$ cat src/rtl/lsu.sv
// lsu: single-outstanding load/store unit between execute and the system bus (sb); optional LSU_MISALIGN_TRAP_EN.
// Latency: accept -> REQ -> WAIT -> DONE, 3 cycles minimum plus one per grant or response wait cycle.
// Backpressure: hold_o stalls execute from accept until DONE; sb_req_o stays up until sb_gnt_i.
module lsu #(
    parameter int ADDR_W = 32,
    parameter int DATA_W = 32
) (
    input  logic              clk,
    input  logic              rst,
    input  logic              req_i,
    input  logic              we_i,
    input  logic [ADDR_W-1:0] addr_i,
    input  logic [DATA_W-1:0] wdata_i,
    input  logic [2:0]        byte_sel_i,
    input  logic [4:0]        rd_waddr_i,
    output logic              hold_o,
    output logic              rd_we_o,
    output logic [4:0]        rd_waddr_o,
    output logic [DATA_W-1:0] rd_wdata_o,
    output logic              sb_req_o,
    output logic              sb_we_o,
    output logic [ADDR_W-1:0] sb_addr_o,
    output logic [DATA_W-1:0] sb_wdata_o,
    output logic [3:0]        sb_wstrb_o,
    input  logic              sb_gnt_i,
    input  logic              sb_rvalid_i,
    input  logic [DATA_W-1:0] sb_rdata_i
`ifdef LSU_MISALIGN_TRAP_EN
    ,
    output logic              misalign_o
`endif
);

    typedef enum logic [1:0] {IDLE, REQ, WAIT, DONE} state_t;

    localparam logic [2:0] SEL_B  = 3'b000;
    localparam logic [2:0] SEL_H  = 3'b001;
    localparam logic [2:0] SEL_BU = 3'b100;
    localparam logic [2:0] SEL_HU = 3'b101;

    state_t            state_q, state_d;
    logic              we_q, we_d;
    logic [ADDR_W-1:0] addr_q, addr_d;
    logic [2:0]        sel_q, sel_d;
    logic [4:0]        rd_waddr_q, rd_waddr_d;
    logic              sb_req_q, sb_req_d;
    logic [DATA_W-1:0] sb_wdata_q, sb_wdata_d;
    logic [3:0]        sb_wstrb_q, sb_wstrb_d;
    logic              rd_we_q, rd_we_d;
    logic [DATA_W-1:0] rd_wdata_q, rd_wdata_d;

    logic              is_byte_in;
    logic              is_half_in;
    logic              misal_acc;

    assign is_byte_in = (byte_sel_i == SEL_B) || (byte_sel_i == SEL_BU);
    assign is_half_in = (byte_sel_i == SEL_H) || (byte_sel_i == SEL_HU);

`ifdef LSU_MISALIGN_TRAP_EN
    logic misalign_q, misalign_d;

    assign misal_acc  = is_half_in ? addr_i[0]
                                   : (!is_byte_in && (addr_i[1:0] != 2'b00));
    assign misalign_o = misalign_q;
`else
    assign misal_acc  = 1'b0;
`endif

    function automatic logic [31:0] store_data(input logic [2:0] sel, input logic [31:0] w);
        case (sel)
            SEL_B, SEL_BU: store_data = {4{w[7:0]}};
            SEL_H, SEL_HU: store_data = {2{w[15:0]}};
            default:       store_data = w;
        endcase
    endfunction

    // Without the trap, misaligned halfwords/words silently drop the low address bits.
    function automatic logic [3:0] store_strb(input logic [2:0] sel, input logic [1:0] a);
        case (sel)
            SEL_B, SEL_BU: store_strb = 4'b0001 << a;
            SEL_H, SEL_HU: store_strb = a[1] ? 4'b1100 : 4'b0011;
            default:       store_strb = 4'b1111;
        endcase
    endfunction

    function automatic logic [31:0] load_ext(input logic [31:0] w, input logic [1:0] a,
                                             input logic [2:0] sel);
        logic [7:0]  b;
        logic [15:0] h;
        case (a)
            2'b00:   b = w[7:0];
            2'b01:   b = w[15:8];
            2'b10:   b = w[23:16];
            default: b = w[31:24];
        endcase
        h = a[1] ? w[31:16] : w[15:0];
        case (sel)
            SEL_B:   load_ext = {{24{b[7]}}, b};
            SEL_BU:  load_ext = {24'd0, b};
            SEL_H:   load_ext = {{16{h[15]}}, h};
            SEL_HU:  load_ext = {16'd0, h};
            default: load_ext = w;
        endcase
    endfunction

    always_comb begin
        state_d    = state_q;
        we_d       = we_q;
        addr_d     = addr_q;
        sel_d      = sel_q;
        rd_waddr_d = rd_waddr_q;
        sb_req_d   = sb_req_q;
        sb_wdata_d = sb_wdata_q;
        sb_wstrb_d = sb_wstrb_q;
        rd_we_d    = rd_we_q;
        rd_wdata_d = rd_wdata_q;
`ifdef LSU_MISALIGN_TRAP_EN
        misalign_d = misalign_q;
`endif
        case (state_q)
            IDLE: begin
                if (req_i) begin
                    we_d       = we_i;
                    addr_d     = addr_i;
                    sel_d      = byte_sel_i;
                    rd_waddr_d = rd_waddr_i;
                    sb_wdata_d = store_data(byte_sel_i, wdata_i);
                    sb_wstrb_d = we_i ? store_strb(byte_sel_i, addr_i[1:0]) : 4'b0000;
                    if (misal_acc) begin
                        state_d = DONE;
`ifdef LSU_MISALIGN_TRAP_EN
                        misalign_d = 1'b1;
`endif
                    end else begin
                        state_d  = REQ;
                        sb_req_d = 1'b1;
                    end
                end
            end
            REQ: begin
                if (sb_gnt_i) begin
                    sb_req_d = 1'b0;
                    state_d  = WAIT;
                end
            end
            WAIT: begin
                if (sb_rvalid_i) begin
                    rd_wdata_d = load_ext(sb_rdata_i, addr_q[1:0], sel_q);
                    rd_we_d    = !we_q && (rd_waddr_q != 5'd0);
                    state_d    = DONE;
                end
            end
            DONE: begin
                rd_we_d = 1'b0;
`ifdef LSU_MISALIGN_TRAP_EN
                misalign_d = 1'b0;
`endif
                state_d = IDLE;
            end
            default: state_d = IDLE;
        endcase
    end

    always_ff @(posedge clk) begin
        if (!rst) begin
            state_q    <= IDLE;
            we_q       <= 1'b0;
            addr_q     <= '0;
            sel_q      <= 3'd0;
            rd_waddr_q <= 5'd0;
            sb_req_q   <= 1'b0;
            sb_wdata_q <= '0;
            sb_wstrb_q <= 4'd0;
            rd_we_q    <= 1'b0;
            rd_wdata_q <= '0;
`ifdef LSU_MISALIGN_TRAP_EN
            misalign_q <= 1'b0;
`endif
        end else begin
            state_q    <= state_d;
            we_q       <= we_d;
            addr_q     <= addr_d;
            sel_q      <= sel_d;
            rd_waddr_q <= rd_waddr_d;
            sb_req_q   <= sb_req_d;
            sb_wdata_q <= sb_wdata_d;
            sb_wstrb_q <= sb_wstrb_d;
            rd_we_q    <= rd_we_d;
            rd_wdata_q <= rd_wdata_d;
`ifdef LSU_MISALIGN_TRAP_EN
            misalign_q <= misalign_d;
`endif
        end
    end

    // hold_o is the only combinational output: execute must stall in the accept cycle itself.
    assign hold_o     = ((state_q == IDLE) && req_i) || (state_q == REQ) || (state_q == WAIT);
    assign rd_we_o    = rd_we_q;
    assign rd_waddr_o = rd_waddr_q;
    assign rd_wdata_o = rd_wdata_q;
    assign sb_req_o   = sb_req_q;
    assign sb_we_o    = we_q;
    assign sb_addr_o  = {addr_q[ADDR_W-1:2], 2'b00};
    assign sb_wdata_o = sb_wdata_q;
    assign sb_wstrb_o = sb_wstrb_q;

endmodule
$ cat config.mk
export PLATFORM = sky130hd
export DESIGN_NAME = lsu
export DESIGN_NICKNAME = d
export VERILOG_FILES = /design/src/rtl/lsu.sv
export SDC_FILE = /design/constraint.sdc
export NUM_CORES = 1
export LEC_CHECK = 0
export ABC_AREA = 1
export ABC_CLOCK_PERIOD_IN_PS = 3300
export BUFFER_PORTS_ARGS = -buffer_cell sky130_fd_sc_hd__buf_2
export CORE_MARGIN = 2
export CORE_UTILIZATION = 32
export CTS_BUF_LIST = sky130_fd_sc_hd__clkbuf_2 sky130_fd_sc_hd__clkbuf_4 sky130_fd_sc_hd__clkbuf_8
export CTS_CLUSTER_SIZE = 30
export DETAILED_ROUTE_END_ITERATION = 12
export SLEW_MARGIN = 5
export SYNTH_ARGS = -nofsm -noshare
export SYNTH_HDL_FRONTEND = slang
export SYNTH_SLANG_ARGS = --single-unit
$ cat constraint.sdc
create_clock -name clk -period 3.3 [get_ports clk]
set_clock_uncertainty 0.2 [all_clocks]
set_input_delay 0 -clock clk [delete_from_list [all_inputs] [get_ports clk]]
set_output_delay 0 -clock clk [all_outputs]
set_load 0.02 [all_outputs]
# --- Word-level counts from Yosys, hierarchy flattened ---
# Cells that the tools add are included.
totals:
  register_bits: 113
op_classes:
  n_shift: 1
  n_reduce_logical: 19
  n_eq_ne: 14
  mux: 16
ops:
  columns: ["cell", "n"]
  rows:
  - ["32-bit case mux with 4 select lines", 1]
  - ["32-bit case mux with 2 select lines", 1]
  - ["8-bit case mux with 3 select lines", 1]
  - ["16-bit 2-to-1 mux", 1]
  - ["3-bit == test (second input constant)", 4]
  - ["4-bit 2-to-1 mux", 2]
  - ["2-bit case mux with 4 select lines", 1]
  - ["4-bit case mux with 2 select lines", 1]
  - ["2-bit == test (second input constant)", 3]
  - ["3-bit by 1-bit == test with 1-bit output (second input constant)", 2]
  - ["3-bit logical NOT", 2]
  - ["2-bit 2-to-1 mux", 3]
  - ["2-bit != test (second input constant)", 3]
  - ["2-bit AND reduction", 3]
  - ["3-bit AND reduction", 2]
  - ["5-bit nonzero test", 1]
  - ["2-bit by 1-bit == test with 1-bit output (second input constant)", 2]
  - ["2-bit logical NOT", 2]
  - ["1-bit case mux with 2 select lines", 2]
  - ["2-bit nonzero test", 2]
  - ["2-bit OR reduction", 2]
  - ["1-bit by 2-bit << shifter with 4-bit output (first input constant)", 1]
  - ["1-bit 2-to-1 mux", 3]
  - ["1-bit logical AND", 2]
  - ["other kinds (2)", 3]

# --- Logic depth before layout (Yosys ltp) ---
# Gate-level depths: netlist (run 1).
depth:
  word_depth: 4
  mapped_depth: 10
  ltp_nobuf: 9

# --- Least setup slack after synthesis (run 1) ---
# OpenSTA, ideal clock, no wires.
synth_path:
  path_type: "register to register"
  startpoint: "reg state_q[0]"
  endpoint: "reg rd_wdata_q[5], in the netlist rd_wdata_o[5]"
  path_stages_with_launch: 9
  arrival_ps: 1299
  path_slack_ps: 1684
  synth_period_minus_slack_ps: 1616
  n_path_buf: 1
  path_cell_list: "dfxtp_1 -> inv_1 -> ha_1 -> nand2_1 -> inv_1 -> clkbuf_1 -> o21ai_0 -> nor2_1 -> nor2_1"
synth_via:
  elab_chain_cells: 2
synth_lines:
  columns: ["item", "line_no", "rtl"]
  rows:
  - ["from (decl)", "41", "state_t state_q, state_d;"]
  - ["from (signal assigned)", "180", "state_q <= state_d;"]
  - ["2-bit == test", "120", "case (state_q)"]
  - ["2-bit AND reduction (no source line)", null, null]
  - ["to (signal assigned)", "189", "rd_wdata_q <= rd_wdata_d;"]
  - ["to (decl)", "50", "logic [DATA_W-1:0] rd_wdata_q, rd_wdata_d;"]
# No other way between the ends.
# A chain may end at the register's enable or synchronous reset.

# --- Worst setup path after layout (run 1) ---
layout_path:
  startpoint: "reg state_q[0]"
  endpoint: "reg addr_q[4]"
layout_via:
  elab_chain_cells: 2
layout_lines:
  columns: ["item", "line_no", "rtl"]
  rows:
  - ["2-bit logical NOT", "120", null]
  - ["2-bit AND reduction (no source line)", null, null]
  - ["to (signal assigned)", "182", "addr_q <= addr_d;"]
  - ["to (decl)", "43", "logic [ADDR_W-1:0] addr_q, addr_d;"]
# No other way between the ends.

==> results of run 1 <==
==> Yosys cell counts (all sizes together) <==
library cell,number
ha,5
nor3,1
o211ai,10
clkbuf,23
o221ai,1
a21oi,67
buf,52
nand3,20
nand4,2
o21ai,103
o21a,1
o21bai,1
a211oi,2
clkinv,2
a31oi,8
inv,38
conb,1
a21boi,1
or2,2
dfxtp,113
nand2,122
a41oi,5
nor2,130
==> worst max-delay path by stage <==
stage | startpoint | endpoint | slack, ns | cells past startpoint
global placement | state_q[1]$_SDFFE_PN0P_ | sb_wdata_o[9]$_SDFFE_PN0P_ | 1.26 | 8
global route | state_q[0]$_SDFFE_PN0P_ | rd_waddr_o[3]$_SDFFE_PN0P_ | 0.04 | 8
finish | state_q[0]$_SDFFE_PN0P_ | addr_q[4]$_SDFFE_PN0P_ | 0.18 | 8
CTS | state_q[0]$_SDFFE_PN0P_ | rd_waddr_o[1]$_SDFFE_PN0P_ | 0.29 | 8
floorplan | state_q[0]$_SDFFE_PN0P_ | rd_wdata_o[5]$_SDFFE_PN0P_ | 1.68 | 8
detailed placement | state_q[0]$_SDFFE_PN0P_ | sb_wdata_o[9]$_SDFFE_PN0P_ | 1.25 | 8
==> final cells by class <==
class	count	area share (%)
timing repair buffer	436	37.6
clock buffer	22	3.48
clock inverter	9	1.75
inverter	40	1.78
tap	216	3.11
sequential	113	26.0
multi-input combinational	483	26.3
==> power by group <==
| group | internal (W) | total, W | switching, W |
|---|---|---|---|
| clock network | 0.000917 | 0.00150 | 0.000582 |
| registers | 0.00171 | 0.00190 | 0.000187 |
| logic | 0.00109 | 0.00269 | 0.00160 |
| total | 0.00372 | 0.00609 | 0.00237 |
==> cell families after synthesis <==
logic type	Yosys count	share of synthesized area, %
simple gates	277	21.6
compound gates	199	21.5
buf+inv	115	11.6
flops	113	44.1
fa+ha+maj	5	1.22
other cells	1	0.0730
==> through the flow <==
step / std cells / cell area, um2
5_1_grt: 1319 / 8700
3_5_place_dp: 1076 / 6130
3_3_place_gp: 1076 / 6130
2_1_floorplan: 711 / 5140
4_1_cts: 1319 / 8700
6_report: 1319 / 8700
==> critical path, delay by kind of cell, from the launching register on <==
| kind | cells | cell delay (ns) |
|---|---|---|
| buf+inv | 4 | 1.85 |
| compound gates | 1 | 0.22 |
| flops | 1 | 0.36 |
| fa+ha+maj | 1 | 0.24 |
| simple gates | 2 | 0.19 |
==> state kept, by name, indices dropped and copies added, names as in the netlist <==
name,flops
rd_wdata_o,32
sb_wstrb_o,4
state_q,2
sb_wdata_o,32
sel_q,3
sb_we_o,1
addr_q,32
rd_waddr_o,5
sb_req_o,1
rd_we_o,1
==> metal layers <==
layer  vias to the layer above  global-route usage, %
met5                         -                      0
met4                         0                   9.57
met3                        48                   6.96
met2                       261                   39.6
met1                      2868                   24.4
li1                       3064                      -
==> results.sh, run 1 <==
export IMPL_start_util_pct=32.6
export IMPL_max_slew_worst_pin_slew_ns=0.741
export IMPL_maxCapViolations=0
export IMPL_r2r_end="addr_q[4]$_SDFFE_PN0P_"
export IMPL_viasPerCell=4.73
export IMPL_crit_slowest_cell="dlygate4sd3_1"
export IMPL_critical_path_cell_chain="inv_1, ha_1, nand2_2, buf_4, o21ai_0, dlygate4sd3_1, nor2_1, dlygate4sd3_1"
export IMPL_holdBufCountCts=212
export IMPL_die_w_um=131
export IMPL_syn_area_um2=5130
export IMPL_slew_violations=0
export IMPL_syn_inst=710
export IMPL_ys_seq_elements=113
export IMPL_setup_tns_ns=0
export IMPL_root_buffer="clkbuf_8"
export IMPL_numCtsBuffers=17
export IMPL_cp_start_kind="flop"
export IMPL_multi_input_area_um2=2280
export IMPL_required_ns=3.49
export IMPL_route_met3_wl_mm=1.57
export IMPL_final_cell_mix="buf_2, dlygate4sd3_1, nor2_1"
export IMPL_arrival_ns=3.30
export IMPL_h_tree_depth=4
export IMPL_cts_resized=0
export IMPL_fin_crit_sh_pct=94.4
export IMPL_critical_path_max_stage_delay_ns=0.61
export IMPL_fin_crit_ns=3.12
export IMPL_via_count=6241
export IMPL_ff2ff_path_depth=8
export IMPL_cts_sinks=113
export IMPL_clk_pin_slew_ns=0.07
export IMPL_ir_drop_mv=0.302
export IMPL_fin_nets=1206
export IMPL_antenna_found_initial=0
export IMPL_hold_path_class="input pin to flop"
export IMPL_rows=46
export IMPL_worst_path_most_repeated_cell="dlygate4sd3_1"
export IMPL_wl_met2_mm=9.56
export IMPL_drt_pass1_iterations=5
export IMPL_grt_pass1_vias=6162
export IMPL_finalSetupViolations=0
export IMPL_finalHoldViolCount=0
export IMPL_gp_congestion=0.869
export IMPL_min_delay_start="wdata_i[24]"
export IMPL_grt_use_total_pct=22.2
export IMPL_fmax_mhz=321
export IMPL_holdPathEnd="sb_wdata_o[24]$_SDFFE_PN0P_"
export IMPL_fill_cells=1485
export IMPL_synth_top_area_cell="dfxtp_1"
export IMPL_cts_max_path_buffers=2
export IMPL_post_cts_buffers=0
export IMPL_finalPower_w=0.00609
export IMPL_rsz0062_at_grt="no"
export IMPL_die_area_um2=17100
export IMPL_die_h_um=131
export IMPL_drive_above_1_share_pct=25.5
export IMPL_synth_cell_types=33
export IMPL_core_area_um2=15800
export IMPL_crit_type="flop to flop"
export IMPL_seq_area_frac_synth_pct=44.1
export IMPL_wl_per_cell_um=14.8
export IMPL_io_pin_count=219
export IMPL_power_density_nw_per_um2=700
export IMPL_grt_start_max_net_pins=76
export IMPL_outcome="completed"
export IMPL_area_growth_pct=69.5
export IMPL_grt_overflow_total=0
export IMPL_dp_hpwl_mm=11.4
export IMPL_slew_headroom_pct=50.5
export IMPL_layout_commonest_cell="buf_2"
export IMPL_n_antenna_cell=0
export IMPL_final_util_pct=55.2
export IMPL_clock_latency_ns=0.44
export IMPL_drt_iter0_drc=363
export IMPL_cts_tree="done"
export IMPL_drc=0
export IMPL_portBuffers=216
export IMPL_yosys_top_cells_area="dfxtp_1, o21ai_0, nor2_1"
export IMPL_worstPathMaxFanout=75
export IMPL_grt_pass1_wl_mm=29.7
export IMPL_hold_slack_ns=0.210
export IMPL_place_ws_ns=1.25
export IMPL_endpoint_kind="flop"
export IMPL_ff_latch_area_um2=2260
export IMPL_fin_ws_ns=0.183
export IMPL_wl_met1_mm=7.87
export IMPL_r2r_start="state_q[0]$_SDFFE_PN0P_"
export IMPL_synth_top_area_share_pct=44.1
export IMPL_leakage_nw=4.22
export IMPL_synth_area_per_cell_um2=7.23
export IMPL_routed_wl_mm=19.5
export IMPL_yosysWarnings=0
export IMPL_r2r_slack_ns=0.18
export IMPL_ant_nets=0
export IMPL_hold_depth=4
export IMPL_top_layer="met4"
No activity file was read; power rests on OpenSTA's default activity.
==> run 2, diff against run 1 <==
--- a/config.mk
+++ b/config.mk
@@ -6,13 +6,13 @@
 export NUM_CORES = 1
 export LEC_CHECK = 0
 export ABC_AREA = 1
-export ABC_CLOCK_PERIOD_IN_PS = 3300
-export BUFFER_PORTS_ARGS = -buffer_cell sky130_fd_sc_hd__buf_2
+export BUFFER_PORTS_ARGS = -buffer_cell sky130_fd_sc_hd__clkbuf_2
 export CORE_MARGIN = 2
 export CORE_UTILIZATION = 32
 export CTS_BUF_LIST = sky130_fd_sc_hd__clkbuf_2 sky130_fd_sc_hd__clkbuf_4 sky130_fd_sc_hd__clkbuf_8
 export CTS_CLUSTER_SIZE = 30
 export DETAILED_ROUTE_END_ITERATION = 12
+export REMOVE_ABC_BUFFERS = 1
 export SLEW_MARGIN = 5
 export SYNTH_ARGS = -nofsm -noshare
 export SYNTH_HDL_FRONTEND = slang
==> run 2 against run 1 <==
Effect of this change:
- combinational power decreased by 9.7%
- first-iteration DRC count decreased by 19%
- sequential power about the same
==> results.sh, run 2 (synthesis results as in run 1) <==
export IMPL_required_ns=3.42
export IMPL_rsz0062_at_grt="no"
export IMPL_antenna_found_initial=0
export IMPL_multi_input_area_um2=2280
export IMPL_worstPathMaxFanout=21
export IMPL_endpoint_kind="flop"
export IMPL_use_met3_pct=5.42
export IMPL_hold_path_class="input pin to flop"
export IMPL_wl_per_cell_um=14.0
export IMPL_routed_wl_mm=17.6
export IMPL_ir_drop_mv=0.270
export IMPL_viasPerCell=4.64
export IMPL_ff_latch_area_um2=2260
export IMPL_clock_latency_ns=0.43
export IMPL_place_ws_ns=1.22
export IMPL_finalSetupViolations=0
export IMPL_grt_pass1_vias=5658
export IMPL_die_h_um=131
export IMPL_drive_above_1_share_pct=26.9
export IMPL_die_area_um2=17100
export IMPL_ff2ff_path_depth=8
export IMPL_holdBufCountCts=155
export IMPL_fin_ws_ns=0.221
export IMPL_fmax_mhz=325
export IMPL_cp_start_kind="input pin"
export IMPL_fin_crit_ns=3.08
export IMPL_leakage_nw=3.89
export IMPL_final_cell_mix="clkbuf_2, dlygate4sd3_1, nor2_1"
export IMPL_fin_nets=1150
export IMPL_h_tree_depth=4
export IMPL_hold_depth=4
export IMPL_drt_pass1_iterations=5
export IMPL_cts_sinks=113
export IMPL_grtUsageMet2_pct=35.2
export IMPL_holdPathEnd="addr_q[26]$_SDFFE_PN0P_"
export IMPL_cts_resized=0
export IMPL_die_w_um=131
export IMPL_gp_congestion=0.814
export IMPL_rows=46
export IMPL_numCtsBuffers=17
export IMPL_grt_use_total_pct=20.3
export IMPL_root_buffer="clkbuf_8"
export IMPL_via_count=5853
export IMPL_finalHoldViolCount=0
export IMPL_min_delay_start="addr_i[26]"
export IMPL_ant_nets=0
export IMPL_drt_iter0_drc=295
export IMPL_grt_pass1_wl_mm=27.1
export IMPL_clk_pin_slew_ns=0.07
export IMPL_maxCapViolations=0
export IMPL_area_growth_pct=57.4
export IMPL_grt_start_max_net_pins=76
export IMPL_grt_busiest_layer="met2"
export IMPL_place_inst=1077
export IMPL_hold_slack_ns=0.166
export IMPL_slew_violations=0
export IMPL_r2r_end="rd_wdata_o[3]$_SDFFE_PN0P_"
export IMPL_slew_headroom_pct=49.0
export IMPL_dp_hpwl_mm=11.1
export IMPL_post_cts_buffers=0
export IMPL_grt_overflow_total=0
export IMPL_crit_type="input pin to flop"
export IMPL_r2r_start="state_q[0]$_SDFFE_PN0P_"
export IMPL_io_pin_count=219
export IMPL_cts_tree="done"
export IMPL_outcome="completed"
export IMPL_arrival_ns=3.20
export IMPL_layout_commonest_cell="clkbuf_2"
export IMPL_drc=0
export IMPL_fin_crit_sh_pct=93.3
export IMPL_r2r_slack_ns=0.64
export IMPL_fill_cells=1531
export IMPL_start_util_pct=32.6
export IMPL_power_density_nw_per_um2=705
export IMPL_final_cells=1262
export IMPL_max_slew_worst_pin_slew_ns=0.764
export IMPL_cts_max_path_buffers=2
export IMPL_grtUsageMet1_pct=24.0
export IMPL_n_antenna_cell=0
export IMPL_core_area_um2=15800
export IMPL_portBuffers=216
## run 2: changes by cell type in the layout (fill, tap and decap cells not counted)
cell | before | now
clkinv_2 | 2 | 3
dlygate4sd3_1 | 212 | 155
clkinvlp_4 | 3 | 0
clkbuf_8 | 22 | 23
buf_2 | 216 | 0
buf_4 | 7 | 9
bufinv_16 | 4 | 2
clkbuf_2 | 0 | 216
buf_12 | 1 | 0
clkbuf_4 | 0 | 2
## run 2: where the power goes
part | switching, W | total [W] | internal (W)
clock network | 0.000552 | 0.00135 | 0.000797
registers | 0.000200 | 0.00191 | 0.00171
logic | 0.00152 | 0.00243 | 0.000913
## run 2: worst max-delay path, cell delays in order
cell           delay [ns]
dlygate4sd3_1        0.52
clkbuf_2             0.39
clkinv_1             0.47
nand2_1              0.22
inv_1                0.22
nand2_1              0.12
dlygate4sd3_1        0.55
a41oi_1              0.10
dlygate4sd3_1        0.59
## run 2: layout make-up
cell class | count | share of cell area [%]
timing repair buffer | 380 | 33.4
multi-input combinational | 483 | 28.3
sequential | 113 | 28.0
clock buffer | 25 | 4.10
tap | 216 | 3.35
inverter | 40 | 1.92
clock inverter | 5 | 0.929
## run 2: per-stage QoR
step	area (um2)	power (W)	util, %	setup TNS, ns
after floorplan	4700	0.00331	-	-9.18
after detailed placement	6120	0.00407	38.8	0
final	8080	0.00569	51.2	0
after global placement	6120	0.00406	38.8	0
after global routing	8080	0.00609	51.2	0
after CTS	8080	0.00572	51.2	0
## run 2: worst max-delay path by stage
stage / start / to / slack, ns / depth (start not counted)
after CTS: byte_sel_i[1] / sb_wdata_o[26]$_SDFFE_PN0P_ / 0.31 / 9
after detailed placement: state_q[0]$_SDFFE_PN0P_ / rd_wdata_o[3]$_SDFFE_PN0P_ / 1.22 / 7
after global routing: byte_sel_i[1] / sb_wdata_o[29]$_SDFFE_PN0P_ / 0.11 / 9
final: byte_sel_i[1] / sb_wdata_o[31]$_SDFFE_PN0P_ / 0.22 / 9
after global placement: addr_q[1]$_SDFFE_PN0P_ / rd_wdata_o[10]$_SDFFE_PN0P_ / 1.22 / 9
after floorplan: state_q[0]$_SDFFE_PN0P_ / sb_wstrb_o[1]$_SDFFE_PN0P_ / -0.39 / 8
## run 2: layer usage
layer	vias up	share of wire, %
met1	2663	43
met5	-	0
li1	2950	-
met3	24	7.2
met4	0	1.6
met2	216	48
